$ cat src/rtl/fpu_host_sequencer.sv
// fpu_host_sequencer: replays a host A/B/op request as strobed byte cycles on the FPU port and returns the result
module fpu_host_sequencer #(
  parameter int SETUP_CYC   = 1,
  parameter int STROBE_CYC  = 1,
  parameter int HOLD_CYC    = 1,
  parameter int TIMEOUT_CYC = 4096
) (
  input  logic        clk,
  input  logic        arst,
  input  logic        req_valid,
  output logic        req_ready,
  input  logic [7:0]  req_op,
  input  logic [31:0] req_a,
  input  logic [31:0] req_b,
  output logic        rsp_valid,
  input  logic        rsp_ready,
  output logic [31:0] rsp_result,
  output logic        rsp_err,
  output logic [7:0]  fpu_data_out,
  input  logic [7:0]  fpu_data_in,
  output logic [3:0]  fpu_addr,
  output logic        fpu_cs_n,
  output logic        fpu_rd_n,
  output logic        fpu_wr_n,
  output logic        fpu_end_ack,
  input  logic        fpu_cmd_end,
  input  logic        fpu_busy
);
  typedef enum logic [3:0] {IDLE, WR_SETUP, WR_STROBE, WR_HOLD, WAIT_END, RD_SETUP, RD_STROBE, RD_DONE, ACK, ABORT, RESP} state_t;
  state_t      state_q;
  logic [31:0] cnt_q, cnt_d;
  logic [71:0] pay_q;
  logic [31:0] res_q;
  logic [3:0]  addr_q;
  logic        cs_n_q, rd_n_q, wr_n_q, ack_q, valid_q, err_q;
  logic        phase_done, timed_out;
  assign req_ready    = state_q == IDLE && !fpu_busy && !fpu_cmd_end;
  assign fpu_data_out = pay_q[7:0];
  assign fpu_addr     = addr_q;
  assign fpu_cs_n     = cs_n_q;
  assign fpu_rd_n     = rd_n_q;
  assign fpu_wr_n     = wr_n_q;
  assign fpu_end_ack  = ack_q;
  assign rsp_valid    = valid_q;
  assign rsp_result   = res_q;
  assign rsp_err      = err_q;
  // one counter times every bus phase and also bounds the waits on cmd_end
  always_comb begin
    phase_done = cnt_q == 32'(state_q inside {WR_SETUP, RD_SETUP} ? SETUP_CYC - 1 :
                              state_q inside {WR_STROBE, RD_STROBE} ? STROBE_CYC - 1 : HOLD_CYC - 1);
    timed_out  = cnt_q == 32'(TIMEOUT_CYC - 1);
    cnt_d      = cnt_q + 32'd1;
  end
  // sequencer: write 9 bytes, wait cmd_end, read 4 bytes with rd_n held low, handshake end_ack, respond
  always_ff @(posedge clk or negedge arst) begin
    if (!arst) begin
      state_q <= IDLE;
      cnt_q   <= '0;
      pay_q   <= '0;
      res_q   <= '0;
      addr_q  <= '0;
      cs_n_q  <= 1'b1;
      rd_n_q  <= 1'b1;
      wr_n_q  <= 1'b1;
      ack_q   <= 1'b0;
      valid_q <= 1'b0;
      err_q   <= 1'b0;
    end else begin
      cnt_q <= cnt_d;
      case (state_q)
        IDLE: if (req_valid && req_ready) begin
          pay_q   <= {req_op, req_b, req_a};
          addr_q  <= 4'd0;
          cs_n_q  <= 1'b0;
          cnt_q   <= '0;
          state_q <= WR_SETUP;
        end
        WR_SETUP: if (phase_done) begin
          wr_n_q  <= 1'b0;
          cnt_q   <= '0;
          state_q <= WR_STROBE;
        end
        WR_STROBE: if (phase_done) begin
          wr_n_q  <= 1'b1;
          cnt_q   <= '0;
          state_q <= WR_HOLD;
        end
        WR_HOLD: if (phase_done) begin
          cnt_q <= '0;
          if (addr_q == 4'd8) begin
            cs_n_q  <= 1'b1;
            state_q <= WAIT_END;
          end else begin
            addr_q  <= addr_q + 4'd1;
            pay_q   <= pay_q >> 8;
            state_q <= WR_SETUP;
          end
        end
        WAIT_END: if (fpu_cmd_end) begin
          addr_q  <= 4'd9;
          cs_n_q  <= 1'b0;
          cnt_q   <= '0;
          state_q <= RD_SETUP;
        end else if (timed_out) begin
          ack_q   <= 1'b1;
          res_q   <= '0;
          err_q   <= 1'b1;
          cnt_q   <= '0;
          state_q <= ABORT;
        end
        RD_SETUP: if (phase_done) begin
          rd_n_q  <= 1'b0;
          cnt_q   <= '0;
          state_q <= RD_STROBE;
        end
        RD_STROBE: if (phase_done) begin
          res_q <= {fpu_data_in, res_q[31:8]};
          cnt_q <= '0;
          if (addr_q == 4'd12) begin
            rd_n_q  <= 1'b1;
            state_q <= RD_DONE;
          end else begin
            addr_q  <= addr_q + 4'd1;
            state_q <= RD_SETUP;
          end
        end
        RD_DONE: begin
          cs_n_q  <= 1'b1;
          ack_q   <= 1'b1;
          cnt_q   <= '0;
          state_q <= ACK;
        end
        ACK: if (!fpu_cmd_end) begin
          ack_q   <= 1'b0;
          valid_q <= 1'b1;
          cnt_q   <= '0;
          state_q <= RESP;
        end else if (timed_out) begin
          res_q   <= '0;
          err_q   <= 1'b1;
          cnt_q   <= '0;
          state_q <= ABORT;
        end
        ABORT: begin
          ack_q   <= 1'b0;
          valid_q <= 1'b1;
          cnt_q   <= '0;
          state_q <= RESP;
        end
        RESP: if (rsp_ready) begin
          valid_q <= 1'b0;
          err_q   <= 1'b0;
          cnt_q   <= '0;
          state_q <= IDLE;
        end
        default: state_q <= IDLE;
      endcase
    end
  end
endmodule

$ cat config.mk
export PLATFORM = sky130hd
export DESIGN_NAME = fpu_host_sequencer
export DESIGN_NICKNAME = d
export VERILOG_FILES = /design/src/rtl/fpu_host_sequencer.sv
export SDC_FILE = /design/constraint.sdc
export NUM_CORES = 1
export LEC_CHECK = 0
export ABC_AREA = 1
export BUFFER_PORTS_ARGS = -buffer_cell sky130_fd_sc_hd__buf_2
export CAP_MARGIN = 30
export CORE_MARGIN = 2
export CORE_UTILIZATION = 35
export DETAILED_ROUTE_END_ITERATION = 7
export PLACE_DENSITY_LB_ADDON = 0.25
export SYNTH_ARGS = -nofsm -noshare
export SYNTH_HDL_FRONTEND = slang
export SYNTH_SLANG_ARGS = --single-unit
$ cat constraint.sdc
create_clock -name clk -period 2.12 [get_ports clk]
set_clock_uncertainty 0.2 [all_clocks]
set_input_delay 0.636 -clock clk [delete_from_list [all_inputs] [get_ports clk]]
set_output_delay 0.636 -clock clk [all_outputs]
set_load 0.1 [all_outputs]
[Word level (Yosys, flattened, before mapping)]
Cells that the tools add are included.
Widths: inputs -> output; s select.
Cells by class
  add/subtract/negate cells: 2
  reductions and logical operators: 28
  muxes and demuxes: 58
  eq/ne operators: 29
Operators with widths (number)
  $mux 32: 10
  $mux 72: 3
  $pmux 32 s6: 1
  $pmux 72 s2: 1
  $pmux 32 s3: 1
  $mux 4: 16
  $pmux 4 s11: 1
  $add 32x1->32 const B: 1
  $eq 32x12->1 const B: 1
  $logic_not 32->1: 1
  $ne 2x2->1 const B: 14
  $eq 4x4->1 const B: 5
  $reduce_and 4->1: 5
  $eq 4x3->1 const B: 4
  $mux 1: 16
  $pmux 4 s4: 1
  $reduce_and 7->1: 2
  $reduce_bool 4->1: 3
  $reduce_bool 3->1: 3
  $eq 4x2->1 const B: 2
  $pmux 1 s4: 2
  $pmux 1 s3: 2
  $reduce_and 3->1: 2
  $reduce_bool 2->1: 3
  12 further kinds: 17
Storage, ports and cells
  bits in registers: 150
  bits of input ports: 86
  output and inout bits: 51
  logic and storage cells: 128

[Depth between registers and ports, before layout]
Gate-level depths: netlist of run 1.
  word-level depth: 6
  depth in mapped cells: 12
  depth with buffers taken out: 11

[Least setup slack after synthesis of run 1]
Ideal clock, no wire load.
  path type: register to output
  from: register state_q[2]
  to: output port req_ready
  path slack: -1.468 ns
  required time: 1.284 ns
  arrival time: 2.752 ns
  stages on the path, launching flop included: 4
  path buffers: 0
  path through: dfrtp_1 > nor2_1 > nand2_1 > nor3_1
Between the ends
  word-level cells in the longest chain between the ends: 3
RTL lines
  from (decl): RTL line 30  | state_t state_q;
  from (signal assigned): RTL line 57  | state_q <= IDLE;
  from (signal assigned): RTL line 76  | state_q <= WR_SETUP;
  from (signal assigned): RTL line 81  | state_q <= WR_STROBE;
  $logic_not 4->1: RTL line 37  | assign req_ready = state_q == IDLE && !fpu_busy && !fpu_cmd_end;
  $logic_and 1x1->1 (2 in a row): RTL line 37
  to (decl): RTL line 11  | output logic req_ready,
Every way passes these cells.

[Worst setup path in the final report of run 1]
  from: register state_q[0]
  to: output port req_ready
Same word-level chain as after synthesis.

==> results of run 1 <==
[report_power, final]
| group | switching [mW] | internal (mW) | total, mW | leakage, nW |
|---|---|---|---|---|
| registers | 0.813 | 3.92 | 4.74 | 1.93 |
| clock network | 1.33 | 1.80 | 3.14 | 0.289 |
| logic | 7.36 | 4.47 | 11.8 | 3.77 |
[cells in the mapped netlist (all sizes together)]
cell / instances / area, um2
a21oi: 1 / 5.00
a31oi: 1 / 6.26
buf: 36 / 191
clkbuf: 13 / 48.8
dfrtp: 147 / 3680
dfstp: 3 / 78.8
ha: 4 / 50.1
inv: 49 / 184
nand2: 603 / 2270
nand3: 56 / 280
nand4: 5 / 31.3
nor2: 127 / 512
nor3: 9 / 45.0
nor3b: 1 / 7.51
o2111ai: 2 / 17.5
o211ai: 1 / 7.51
o21ai: 14 / 70.1
o21bai: 3 / 22.5
or2: 1 / 6.26
xnor2: 8 / 70.1
xor2: 21 / 184
[placed cells by master, fill, tap and decap left out, types with 3 or more instances in the layout]
cell / instances
sky130_fd_sc_hd__nand2_4: 32
sky130_fd_sc_hd__buf_2: 98
sky130_fd_sc_hd__nor2_2: 9
sky130_fd_sc_hd__nand3_2: 20
sky130_fd_sc_hd__nand2_1: 483
sky130_fd_sc_hd__buf_4: 71
sky130_fd_sc_hd__xor2_1: 21
sky130_fd_sc_hd__inv_1: 38
sky130_fd_sc_hd__ha_1: 3
sky130_fd_sc_hd__buf_12: 22
sky130_fd_sc_hd__inv_6: 6
sky130_fd_sc_hd__buf_6: 10
sky130_fd_sc_hd__dfstp_2: 3
sky130_fd_sc_hd__inv_2: 10
sky130_fd_sc_hd__clkinvlp_4: 3
sky130_fd_sc_hd__nor2_1: 103
sky130_fd_sc_hd__nand4_1: 5
sky130_fd_sc_hd__o21bai_1: 3
sky130_fd_sc_hd__xnor2_1: 8
sky130_fd_sc_hd__nand2_2: 87
sky130_fd_sc_hd__nor3_1: 8
sky130_fd_sc_hd__clkbuf_4: 24
sky130_fd_sc_hd__o21ai_0: 13
sky130_fd_sc_hd__dfrtp_1: 141
sky130_fd_sc_hd__clkbuf_16: 32
sky130_fd_sc_hd__buf_8: 3
sky130_fd_sc_hd__nor2_4: 15
sky130_fd_sc_hd__nand3_1: 36
sky130_fd_sc_hd__dfrtp_2: 6
[layout make-up]
type,instances,area (um2),share of cell area [%]
multi-input combinational,858,4320,37.7
sequential,150,3760,32.8
timing repair buffer,246,2240,19.6
clock buffer,18,439,3.83
tap,280,350,3.06
inverter,49,186,1.63
clock inverter,14,163,1.42
[metal layers]
metal | vias up | global-route usage, % | wire (um)
met5 | - | 0 | 0
met4 | 0 | 4.63 | 252
met3 | 21 | 3.97 | 1040
met2 | 173 | 29.1 | 11500
met1 | 3644 | 23.4 | 10800
li1 | 3820 | - | -
[flip-flops by register name, indices dropped and copies added, names as in the netlist]
name / cells
fpu_end_ack: 1
cnt_q: 32
rsp_valid: 1
state_q: 4
fpu_cs_n: 1
rsp_err: 1
fpu_rd_n: 1
rsp_result: 32
pay_q: 72
fpu_addr: 4
fpu_wr_n: 1
[metrics by stage]
stage | hold slack, ns | util [%] | setup TNS (ns) | setup WS, ns
2_1_floorplan | 0.140 | - | -0.187 | -0.187
3_3_place_gp | 0.250 | 42.7 | -0.00385 | -0.00385
3_5_place_dp | 0.255 | 42.7 | -0.0373 | -0.0121
4_1_cts | 0.218 | 46.0 | -0.142 | -0.142
5_1_grt | 0.236 | 52.5 | -10.53 | -0.183
6_report | 0.236 | 52.5 | -1.68 | -0.127
[how the worst max path moves through the flow]
stage | startpoint | slack [ns] | endpoint | depth (start not counted)
2_1_floorplan | state_q[3]$_DFFE_PN0P_ | -0.19 | req_ready | 3
3_3_place_gp | fpu_busy | -0.004 | pay_q[10]$_DFFE_PN0P_ | 9
3_5_place_dp | fpu_cmd_end | -0.01 | pay_q[45]$_DFFE_PN0P_ | 9
4_1_cts | state_q[0]$_DFFE_PN0P_ | -0.14 | req_ready | 4
5_1_grt | state_q[2]$_DFFE_PN0P_ | -0.18 | req_ready | 4
6_report | state_q[0]$_DFFE_PN0P_ | -0.13 | req_ready | 4
[repair_timing]
action                                  4_1_cts  5_1_grt
hold buffers                                  1        0
gates resized for setup                      14      241
setup buffers                                 9       17
cloned                                        0       23
pin swaps                                     6       45
endpoints found under the setup margin       11      158
hold endpoints to repair                     17        0
[logic make-up (layout without fill, tap and decap cells)]
| group | after synthesis | count (layout) | share of synthesized area (%) |
|---|---|---|---|
| buf+inv | 98 | 327 | 5.46 |
| xor+xnor | 29 | 29 | 3.27 |
| flops | 150 | 150 | 48.4 |
| compound gates | 22 | 22 | 1.66 |
| simple gates | 802 | 803 | 40.6 |
| fa+ha+maj | 4 | 4 | 0.645 |
[worst min-delay path: stages]
cell	delay [ns]
sky130_fd_sc_hd__buf_2	0.08
sky130_fd_sc_hd__nand3_2	0.07
sky130_fd_sc_hd__nand2_2	0.05
==> results, run 1 <==
- The run finished, with violations left.
- The checks that failed: setup timing.
- The gate count after technology mapping is 1105.
- After synthesis the netlist holds a flip-flop and latch count of 150.
- The final period utilization is 106%.
- The power density relative to cell area is 1720 nW/um2.
- The max-slew violation total from the final report was 0.
- The number of buffers and inverters on the critical path is 1.
- The signed area change from the synthesized netlist to the final layout is 47.6%.
- For this run, the number of standard cells in the final layout without fillers is 1615.
- The startpoint class of the critical path is a flip-flop.
- The number of antenna violations at the first check in global routing is 0.
- Sequential cells were found to cover 48.4% of the synthesized design area.
- The path with the worst hold slack has its endpoint at rsp_result[30]$_DFFE_PN0P_.
- The overall power is 19.7 mW.
- The worst reg-to-reg setup slack is -0.06 ns.
- In this run the critical register-to-register path is launched from cnt_q[30]$_DFF_PN0_.
- The placed wire-length estimate is 14.3 mm.
- In this run the core area contains 54 standard-cell rows.
- The worst hold path begins at fpu_data_in[6].
- For this run, the slowest stage of the critical path takes 0.43 ns.
- The CTS H-tree depth is 4.
- The buffer levels on the longest clock path is 2.
- In this run, the number of DRC markers left after iteration 0 of detailed routing was 390.
- Wires add up to 23.6 mm.
- Dividing the detail-routed wire length by the instance count gives 14.6 um.
- In this run the critical register-to-register path is captured at rsp_result[20]$_DFFE_PN0P_.
- The area of the die is 23400 um2.
- The worst slew margin relative to its limit is 67.4%.
- The master cell of the clock root buffer is sky130_fd_sc_hd__clkbuf_16.
- The count of fill cells added during filler insertion is 2033.
- The number of iterations in the first detailed-routing pass is 4.
- The aggregate global routing overflow is 0.
- The number of antenna diodes in the final layout is 0.
- The total cell area at the placement stage is 9310 um2.
- During synthesis, Yosys emitted a total of 0 warnings.
- The count of placed standard cells including taps is 1534.
- The number of I/O pins is 137.
- At the end of routability-driven placement, the weighted congestion stood at 0.901.
- The worst setup path is captured at an output pin.
- In this run the worst path has a maximum fanout of 2.
- For this run, design rule violations remaining after detail routing come to 0.
- The type of the setup path with the least slack is flip-flop to output pin.
- The number of hold violations in the final report is 0.
- Traced cell by cell, the critical path runs through nor2_4 > nand2_4 > nor3_4 > buf_12.
- Clock-pin slew was measured on the worst setup and hold paths at 0.07 ns.
- Data on the critical path arrives at its endpoint at 1.41 ns.
- The via count of the first global-routing pass is 7021.
- For this design the static power due to leakage is 5.99 nW.
- The clock latency at the later pin of the worst-skew pair is 0.43 ns.
- The number of stages on the worst hold path is 3.
- The initial core utilization is 35.6%.
- The cell area after layout is 11500 um2.
- Across the run, the number of max-cap violations was 0.
- The synthesized area per cell is 7.03 um2.
- The post-detailed-route count of antenna-violating nets is 0.
- The dominant delay contributor by cell family on the critical path is flip-flops.
- The first global-routing pass estimated 33.9 mm of wire.
- The clock period minus worst slack is 2.25 ns.
- The distinct cell type count after synthesis is 28.
- The worst IR drop on VDD is 0.00121 V.
- The post-synthesis instance area is 7760 um2.
- The count of input and output buffers is 136.
- Across every metal layer, demand over resource in global routing totals 17.6%.
- The number of nets in the synthesized netlist is 1195.
- The number of cell instances on the worst register-to-register path is 13.
- The slowest stage of the critical path belongs to the cell sky130_fd_sc_hd__dfrtp_2.
- The x dimension of the die is 153 um.
- After the last flow step, the layout net total stands at 1412.
- The tightest min-delay check is of the input port to flip-flop type.
- The minimum setup slack in the final design is -0.127 ns.
- The area of the core is 21800 um2.
- For the pin with the worst max-slew slack, the measured transition is 0.492 ns.
- The highest clock rate is 445 MHz.
- Measured along the y axis, the die boundary spans 153 um.
- The total setup violations reported at the end of the flow is 69.
- The number of buffers created by CTS is 17.
- The vias per cell is 4.74.
- Setup repair after global routing could not meet its margin everywhere.
- Cells with a size suffix above 1 make up 35.0% of the layout.
- The TritonCTS clock tree is built.
- The sink count of the clock tree is 150.
- The via count of the routed design is 7658.
- Data on the critical path is required at its endpoint by 1.28 ns.
- The pin count of the biggest net entering global routing is 73.
Note: power is estimated with default switching activity, not from simulation.
==> inputs of run 2 (changes only) <==
Settings changed: ABC_AREA 1 to 0.
==> results, run 2 <==
- The power density relative to cell area is 1620 nW/um2.
- The count of fill cells added during filler insertion is 1980.
- The post-synthesis xor/xnor area fraction is 3.49%.
- Based on the critical path, the design can be clocked at up to 420 MHz.
- The flow ran to the end, but the final reports show violations.
- In this run, CTS created clock tree buffers numbering 17.
- The share of synthesized registers carrying an async set or reset is 100%.
- The clock latency at the later pin of the worst-skew pair is 0.43 ns.
- Of the total synthesized cell area, the portion taken by full adders, half adders and majority gates is 0.644%.
- The aggregate global routing overflow is 0.
- The Yosys warning count is 0.
- The multiplexer fraction of the synthesized cell area is 23.7%.
- The top cell types in the final layout, fill and taps aside, are sky130_fd_sc_hd__dfrtp_1 (139), sky130_fd_sc_hd__buf_4 (108), sky130_fd_sc_hd__buf_2 (107).
- The area fraction in compound gates after synthesis is 8.58%.
- The post-detailed-route count of antenna-violating nets is 0.
- In the routed design, unresolved DRC markers number 0.
- STA classifies the critical path endpoint as a flip-flop.
- The max-slew violation total from the final report was 0.
- For this run, the register share of the synthesized area comes to 48.4%.
- By area the synthesized netlist is led by sky130_fd_sc_hd__dfrtp_1 (47%), sky130_fd_sc_hd__mux2_4 (14%), sky130_fd_sc_hd__mux2_2 (10%).
- The tool flagged a number of max-cap violations equal to 0.
- TritonCTS built the clock tree.
- The path class of the tightest hold or removal check is input port to flip-flop.
- After routing the design area is 10600 um2.
- The total leakage power is 5.07 nW.
- The synthesized area per cell is 12.2 um2.
- After legalization and detailed placement, the total HPWL measured 13.5 mm.
- The number of I/O pins is 137.
- The register name with the most flops is pay_q.
- After detailed placement, the total cell area comes to 9630 um2.
- The vias per cell is 4.93.
- For the worst setup path, the data required time is 2.23 ns.
- The detailed router's first-iteration violation count is 248.
- The part of the total power dissipated in sequential elements is 25.9%.
- The data arrival time of the critical path is 2.49 ns.
- Net switching is 40.0% of the power.
- The total wire length after detailed routing is 19.1 mm.
- After floorplanning, the core was sized to cover 21800 um2.
- The synthesized flop and latch total is 150.
- Across all hold checks on the routed design, the worst slack comes to 0.222 ns.
- The final period utilization is 112%.
- The all-layer global routing usage is 16.7%.
- The layout net count is 955.
- The most common library cell in the layout ignoring fill and taps is sky130_fd_sc_hd__dfrtp_1.
- The cell-internal power is 10.3 mW.
- The clock period minus worst slack is 2.38 ns.
- The checks that failed: setup timing.
- The CTS H-tree depth is 4.
- The fraction of power consumed by the clock network is 17.3%.
- The cell with the most instances after synthesis is sky130_fd_sc_hd__dfrtp_1.
- The commonest cells after synthesis are sky130_fd_sc_hd__dfrtp_1 (147), sky130_fd_sc_hd__mux2_4 (70), sky130_fd_sc_hd__mux2_2 (69), sky130_fd_sc_hd__nor2_1 (47), sky130_fd_sc_hd__a22o_1 (32).
- The count of input and output buffers is 136.
- Across all setup checks in the final design, the least slack found is -0.261 ns.
- Setup repair after global routing could not meet its margin everywhere.
- The number of flip-flops in the largest register is 72.
- In this run the deepest clock path goes through 2 buffers.
- The total setup violations reported at the end of the flow is 143.
- The startpoint class of the critical path is a flip-flop.
- Entering global routing, the biggest net connects 48 pins.
- The share of the synthesized area in the top cell type is 47.4%.
- The combinational cell fraction of total power is 56.7%.
- The first detailed-routing pass ran for 4 iterations.
- The congestion estimate from routability-driven global placement came to 0.834.
- The completed layout was analyzed and its total power is 17.2 mW.
- The via count of the first global-routing pass is 5828.
- The routed length per placed instance is 16.5 um.
- Clock-pin slew was measured on the worst setup and hold paths at 0.08 ns.
- The y dimension of the die is 153 um.
- Compared with the post-synthesis result, the final layout area differs by 36.2%.
- The net switching component of the power is 6.87 mW.
- The floorplan step set the die width to 153 um.
- VDD sags by at most 0.000663 V.
- The master cell of the clock root buffer is sky130_fd_sc_hd__clkbuf_16.
- Of all nets on the critical path, the largest fanout is 47.
- The synthesized netlist devotes 11.0% of its cell area to simple gates.
- Counting flops with a built-in enable in the synthesized netlist gives 0.
- The first global-routing pass estimated 31.3 mm of wire.
- The biggest area contributor in the post-synthesis netlist is sky130_fd_sc_hd__dfrtp_1.
- The startpoint identified for the worst hold timing path is fpu_data_in[3].
- The via count of the routed design is 5711.
- Row generation in the floorplan step produced 54 rows.
- The critical path in this run is classified as flip-flop to flip-flop.
- In this run the worst setup path begins at cnt_q[18]$_DFF_PN0_.
- The setup slack at placement is -0.331 ns.
- At the pin with the least slew margin, the transition time is 0.508 ns.
- Counting instances, the worst hold path has a depth of 2.
- The initial core utilization is 35.6%.
- The number of diodes added for antenna fixing is 0.
- For the worst flop-to-flop path, the logic depth is 7.
- For this run, the share of the core covered by cells in the final layout is 48.5%.
- The gate count after technology mapping is 635.
- The number of antenna violations at the first check in global routing is 0.
- The largest family of logic cells by synthesized area is multiplexers.
- The worst slew margin relative to its limit is 66.4%.
- Synthesis produced a netlist with a net count of 725.
- The distinct cell type count after synthesis is 56.
- The sink count of the clock tree is 150.
- After synthesis the cells add up to 7770 um2.
- The post-route netlist has 54.0% of its cells at a drive strength greater than 1.
- The prevailing post-synth register cell is sky130_fd_sc_hd__dfrtp_1.
- The die covers 23400 um2.
- The number of hold violations in the final report was 0.
- The worst flop-to-flop path startpoint is cnt_q[18]$_DFF_PN0_.
run 2: cell type report:
type	count	area (um2)	area share, %
inverters	17	63.8	0.603
flip-flops and latches	150	3770	35.6
repair buffers	254	1870	17.7
well taps	280	350	3.31
multi-input cells	425	3940	37.3
clock inverters	15	154	1.45
clock buffers	17	425	4.02
run 2: repair_timing:
| item | CTS | global route |
|---|---|---|
| hold endpoints to repair | 25 | 0 |
| setup endpoints to repair | 151 | 166 |
| pin swaps | 7 | 3 |
| gates resized for setup | 31 | 32 |
| cloned | 2 | 0 |
| setup buffers | 9 | 2 |
| hold buffers | 1 | 0 |
run 2: kinds of logic (layout without fill, tap and decap cells):
group,Yosys count,count (layout)
fa+ha+maj,4,4
mux,140,140
flops,150,150
buf+inv,60,303
compound gates,88,88
xor+xnor,31,31
simple gates,162,162
run 2: per-layer routing:
metal  GRT usage [%]  wire, um  vias to the layer above  share of wire, %
li1                -         -                     2775                 -
met1            22.6      8870                     2809                46
met2            26.9      9190                      101                48
met3            3.83       718                       26               3.8
met4            4.85       369                        0               1.9
met5               0         0                        -                 0
run 2: power groups by stage:
stage / combinational (mW) / clock (mW) / sequential (mW)
3_5_place_dp: 9.02 / 0 / 4.51
4_1_cts: 9.76 / 3.06 / 4.45
6_report: 9.75 / 2.98 / 4.46
3_3_place_gp: 8.95 / 0 / 4.49
5_1_grt: 10.3 / 3.19 / 4.56
2_1_floorplan: 5.97 / 0 / 5.37
run 2: final timing paths:
kind | endpoint | slack [ns]
max | pay_q[68]$_DFFE_PN0P_ | -0.26
min | rsp_result[27]$_DFFE_PN0P_ | 0.22
max reg2reg | pay_q[68]$_DFFE_PN0P_ | -0.26
min reg2reg | rsp_err$_DFFE_PN0P_ | 0.29
max in group asynchronous | fpu_wr_n$_DFFE_PN1P_ | 0.69
min in group asynchronous | pay_q[47]$_DFFE_PN0P_ | 0.47
run 2: worst max-delay path, cell delays in order (launching register included):
cell,delay (ns)
sky130_fd_sc_hd__dfrtp_1,0.41
sky130_fd_sc_hd__nor4_4,0.34
sky130_fd_sc_hd__nand4_1,0.14
sky130_fd_sc_hd__buf_4,0.18
sky130_fd_sc_hd__nor3_4,0.25
sky130_fd_sc_hd__a31oi_4,0.15
sky130_fd_sc_hd__buf_12,0.24
sky130_fd_sc_hd__mux2_4,0.33
run 2: per-stage QoR:
stage / setup TNS [ns] / instances
2_1_floorplan: -22.50 / 635
3_3_place_gp: -38.58 / 1114
3_5_place_dp: -39.61 / 1114
4_1_cts: -31.41 / 1158
5_1_grt: -46.98 / 1158
6_report: -28.10 / 1158
